$ cat src/rtl/shift_ser_ctl.sv
`default_nettype none
// +--------------------------------------------------------------------------+
// | shift_ser_ctl: parallel-load serialiser, ready/valid on both sides.      |
// | Rev 1.0                                                                  |
// +--------------------------------------------------------------------------+
module shift_ser_ctl #(
  parameter int WIDTH = 24,
  parameter int CNT_W = 5
) (
  input  logic             clk,
  input  logic             rst,
  input  logic             load_valid,
  output logic             load_ready,
  input  logic [WIDTH-1:0] load_data,
  input  logic [CNT_W-1:0] load_len,
  input  logic             msb_first,
  input  logic             abort,
  output logic             ser_valid,
  input  logic             ser_ready,
  output logic             ser_data,
  output logic             ser_last,
  output logic             busy,
  output logic [15:0]      frame_cnt
);

  typedef enum logic [0:0] {
    IDLE  = 1'b0,
    SHIFT = 1'b1
  } state_t;

  localparam logic [CNT_W-1:0] WIDTH_C = CNT_W'(WIDTH);

  state_t             state_q, state_d;
  logic [WIDTH-1:0]   sh_q, sh_d;
  logic [CNT_W-1:0]   rem_q, rem_d;
  logic               dir_q, dir_d;
  logic [15:0]        frame_cnt_q, frame_cnt_d;

  logic               in_shift;
  logic               xfer;
  logic               load_acc;
  logic [CNT_W-1:0]   eff_len;

  assign in_shift   = (state_q == SHIFT);
  assign ser_valid  = in_shift;
  assign ser_data   = in_shift & (dir_q ? sh_q[WIDTH-1] : sh_q[0]);
  assign ser_last   = in_shift & (rem_q == CNT_W'(1));
  assign busy       = in_shift;
  assign frame_cnt  = frame_cnt_q;

  assign xfer       = ser_valid & ser_ready;
  // Accepting during the final transfer lets the next frame start without a gap.
  assign load_ready = ~in_shift | (xfer & ser_last & ~abort);
  assign load_acc   = load_valid & load_ready;
  assign eff_len    = ((load_len == '0) || (load_len > WIDTH_C)) ? WIDTH_C : load_len;

  always_comb begin
    state_d     = state_q;
    sh_d        = sh_q;
    rem_d       = rem_q;
    dir_d       = dir_q;
    frame_cnt_d = frame_cnt_q;

    if (in_shift) begin
      if (abort) begin
        state_d = IDLE;
      end else if (xfer) begin
        if (ser_last) begin
          frame_cnt_d = frame_cnt_q + 16'd1;
          state_d     = IDLE;
        end else begin
          sh_d  = dir_q ? {sh_q[WIDTH-2:0], 1'b0} : {1'b0, sh_q[WIDTH-1:1]};
          rem_d = rem_q - CNT_W'(1);
        end
      end
    end

    // load_ready already excludes abort and mid-frame cycles.
    if (load_acc) begin
      state_d = SHIFT;
      sh_d    = load_data;
      rem_d   = eff_len;
      dir_d   = msb_first;
    end
  end

  always_ff @(posedge clk) begin
    if (rst) begin
      state_q     <= IDLE;
      sh_q        <= '0;
      rem_q       <= '0;
      dir_q       <= 1'b0;
      frame_cnt_q <= 16'd0;
    end else begin
      state_q     <= state_d;
      sh_q        <= sh_d;
      rem_q       <= rem_d;
      dir_q       <= dir_d;
      frame_cnt_q <= frame_cnt_d;
    end
  end

endmodule
`default_nettype wire
$ cat config.mk
export PLATFORM = sky130hd
export DESIGN_NAME = shift_ser_ctl
export DESIGN_NICKNAME = d
export VERILOG_FILES = /design/src/rtl/shift_ser_ctl.sv
export SDC_FILE = /design/constraint.sdc
export NUM_CORES = 1
export LEC_CHECK = 0
export ABC_AREA = 1
export CAP_MARGIN = 20
export CORE_ASPECT_RATIO = 0.5
export CORE_MARGIN = 5
export CORE_UTILIZATION = 50
export CTS_BUF_LIST = sky130_fd_sc_hd__clkbuf_4
export DETAILED_ROUTE_END_ITERATION = 8
export GPL_TIMING_DRIVEN = 0
export PLACE_DENSITY = 0.77
export SLEW_MARGIN = 10
export SYNTH_ARGS = -nofsm -noshare
export SYNTH_HDL_FRONTEND = slang
export SYNTH_SLANG_ARGS = --single-unit
$ cat constraint.sdc
create_clock -name clk -period 3.4 [get_ports clk]
set_input_delay 0.68 -clock clk [delete_from_list [all_inputs] [get_ports clk]]
set_output_delay 0.68 -clock clk [all_outputs]
set_load 0.005 [all_outputs]
==> impl_summary.log <==
INFO  metric sequential_cell_area_fraction_in_the_yosys_report = 0.312
INFO  metric pwr_density_cell = approximately 320 nW/um2
INFO  metric pwr-share-seq = 0.506
INFO  metric synth-seq-cells = 47
INFO  metric timing.critical_path.slowest_stage_cell = clkdlybuf4s50_1
INFO  metric gr-total-overflow = 0
INFO  metric worstPathMaxFanout = 10
INFO  metric cts.repair_timing.setup_buffer_count = 0
INFO  metric clkTransAtPathRegs = approximately 150 ps
INFO  metric min-delay-start = sh_q[23]$_SDFFE_PP0P_
INFO  metric core = 5960 um2
INFO  metric worst_hold_path.num_cells = 2
INFO  metric initial_core_utilization = 0.506
INFO  metric fin_crit_sh = 0.907
INFO  metric slew_violations = 0
INFO  metric drt_drc = 0
INFO  metric vias = 3328
INFO  metric nets = 608
INFO  metric internal_power = roughly 800 uW
INFO  metric setup.reg_to_reg.worst_slack = between 1500 and 2000 ps
INFO  metric postPlaceCellArea = 3660 um2
INFO  metric synth.net_count = about 550
INFO  metric layout_min_cycle_time = around 3100 ps
INFO  metric tightestPinTransition = approximately 550 ps
INFO  metric cells_after_synthesis = just over 500
INFO  metric average_wire_length_per_cell_after_detail_routing = roughly 12 um
INFO  metric grt_pass1_vias = 3071
INFO  metric power_leakage = 1.59 nW
INFO  metric die_y = between 60 and 70 um
INFO  metric maxCapViolCount = 0
INFO  metric start_kind = input port
INFO  metric summed_negative_setup_slack_over_all_endpoints = 0 ps
INFO  metric antenna_nets_post_route = 0
INFO  metric ir_drop = 0.194 mV
INFO  metric finalClockSkew = around 17 ps
INFO  metric clk-insertion-delay-late = between 300 and 400 ps
INFO  metric antennaDiodeCount = 0
INFO  metric gr-usage-all-layers = 0.212
INFO  metric fmax = roughly 320 MHz
INFO  metric netlist_area = 3010 um2
INFO  metric number_of_antenna_violations_at_the_first_check_in_global_routing = 0
INFO  metric cts_tree = built
INFO  metric worstPathRequired = 2720 ps
INFO  metric post_cts_resize_count = 0
INFO  metric drive_above_1_share = 0.0508
INFO  metric min-delay-path-class = flop to flop
INFO  metric max-clock-path-buffers = 2
INFO  metric synth_warnings = 0
INFO  metric cts_hold_repair.buffers = 0
INFO  metric swShare = 0.323
INFO  metric first_pass_grt_wire_length = ~14 mm
INFO  metric vias_per_cell = roughly 5
INFO  metric finalWirelength = approximately 8 mm
INFO  metric multi_input_comb_area = about 1700 um2
INFO  metric cpMostUsedCell = clkdlybuf4s50_1
INFO  metric power.switching = approximately 390 uW
INFO  metric timing.critical_path.arrival = ~2400 ps
INFO  metric maxSlewHeadroom = 0.636
INFO  metric clkPwrFrac = 0.234
INFO  metric portBuffers = 55
INFO  metric avgSynthCellArea = roughly 5.9 um2
INFO  metric crit_path_cell_trace = clkdlybuf4s50_1 -> nand3_2 -> o21bai_2 -> buf_2 -> clkdlybuf4s50_1
INFO  metric outcome = finished, final reports clean
INFO  metric setup_viol = 0
INFO  metric r2r_end = sh_q[14]$_SDFFE_PP0P_
INFO  metric rsz0062_at_grt = false
INFO  metric grt_start_max_net_pins = 15
INFO  metric hpwl_dp = approximately 6 mm
INFO  metric comb_power_share = 0.260
INFO  metric floorplan.die.width = ~120 um
INFO  metric layout.area.seq = 941 um2
INFO  metric drt-pass1-iter-count = 7
INFO  metric hold_ep = sh_q[23]$_SDFFE_PP0P_
INFO  metric root_buffer = clkbuf_4
INFO  metric setup.worst_path.end_class = output port
INFO  metric worst_hold_slack = 501 ps
INFO  metric cts_sinks = 47
INFO  metric max_stage_delay = ~530 ps
INFO  metric routabilityCongestion = between 0.8 and 0.9
INFO  metric layout.cell_area.non_filler = approximately 3700 um2
INFO  metric cts_htree_levels = 2
INFO  metric post_synth_num_cell_types = 27
INFO  metric timing.rr.start = busy$_SDFF_PP0_
INFO  metric cts_inserted_buffers = 5
INFO  metric io-pin-count = between 50 and 60
INFO  metric worst-r2r-cell-count = 8
INFO  metric filler_cell_count = 600
INFO  metric hold_violations_final = 0
INFO  metric timing_worst_setup_path_type = input port to output port
INFO  metric floorplan.die_area = 7770 um2
INFO  metric synthToLayoutAreaGrowth = 23.4%
INFO  metric num_rows = 20
INFO  metric first_iter_violations = 340
-- flip-flops by register name (all words and copies together), names as in the netlist --
signal and cells:
busy 1, dir_q 1, frame_cnt 16, rem_q 5, sh_q 24
-- how the worst max path moves through the flow --
stage / startpoint / slack, ps / depth (start not counted) / end
after floorplan: abort / 1450 / 4 / load_ready
after global placement: ser_ready / 330 / 5 / load_ready
after detailed placement: ser_ready / 320 / 5 / load_ready
after CTS: ser_ready / 320 / 5 / load_ready
after global routing: dir_q$_SDFFE_PP0P_ / 130 / 5 / ser_data
final: ser_ready / 320 / 5 / load_ready
-- cells by family (layout without fill, tap and decap cells) --
group                    count (synthesis)  after routing  share of synthesized area
AND/OR/NAND/NOR                        321            321                      0.449
buffers and inverters                   80            143                      0.117
adder cells (fa/ha/maj)                  3              3                     0.0125
AO/OA/AOI/OAI                           49             49                     0.0860
XOR/XNOR                                 8              8                     0.0233
flip-flops                              47             47                      0.312
-- layer usage --
metal / wire length, um / vias to the layer above / track usage / part of all wire
met5: 0 / - / 0 / 0
met4: 51 / 0 / 0.0471 / 0.0064
met3: 430 / 5 / 0.0445 / 0.054
met1: 3760 / 1511 / 0.271 / 0.47
met2: 3690 / 90 / 0.370 / 0.46
li1: - / 1722 / - / -
-- layout make-up --
type                    count  share of cell area
multi-input cells         381               0.462
inverters                  52              0.0525
clock buffers               6              0.0121
repair buffers             55               0.148
clock inverters             2             0.00337
well taps                  77              0.0259
flip-flops and latches     47               0.253
plain buffers              28              0.0424
-- through the flow --
stage / power (mW) / util / instances / setup slack [ps]
floorplan: 0.829 / - / 508 / 1450
global placement: 0.924 / 0.614 / 640 / 333
detailed placement: 0.930 / 0.614 / 640 / 323
CTS: 1.21 / 0.624 / 648 / 320
global route: 1.29 / 0.624 / 648 / 132
finish: 1.20 / 0.624 / 648 / 316
-- cells in the mapped netlist --
cell / count / area [um2]
a21oi_1: 16 / 80.1
a22oi_1: 1 / 7.51
buf_1: 1 / 3.75
buf_2: 6 / 30.0
buf_4: 4 / 30.0
buf_6: 4 / 45.0
clkbuf_1: 13 / 48.8
clkinv_1: 1 / 3.75
dfxtp_1: 47 / 941
ha_1: 3 / 37.5
inv_1: 50 / 188
inv_2: 1 / 3.75
nand2_1: 156 / 586
nand2_2: 1 / 6.26
nand3_1: 67 / 335
nand3_2: 1 / 10.0
nand3b_1: 3 / 22.5
nand4_1: 7 / 43.8
nor2_1: 77 / 289
nor2_2: 1 / 6.26
nor2_4: 2 / 22.5
nor3_1: 6 / 30.0
o21ai_0: 29 / 145
o21bai_1: 2 / 15.0
o21bai_2: 1 / 11.3
xnor2_1: 1 / 8.76
xor2_1: 7 / 61.3
-- worst max-delay path, delay by kind of cell --
kind | cells | cell delay [ps]
buffers and inverters | 3 | 1290
AO/OA/AOI/OAI | 1 | 290
AND/OR/NAND/NOR | 1 | 150
-- power by group through the flow --
stage               combinational (mW)  clock (mW)  sequential [mW]
finish                           0.313       0.281            0.608
global route                     0.360       0.315            0.612
CTS                              0.312       0.290            0.607
detailed placement               0.311           0            0.619
global placement                 0.306           0            0.618
floorplan                        0.215           0            0.614
-- cell usage in the layout, fill, tap and decap left out, types with 7 or more instances in the layout --
cell               n
nand4_1            7
nand2_1          156
a21oi_1           16
nor2_1            77
dfxtp_1           47
clkbuf_1          13
xor2_1             7
o21ai_0           29
inv_1             50
clkdlybuf4s50_1   55
nand3_1           67
(Power assumes the default switching activity.)
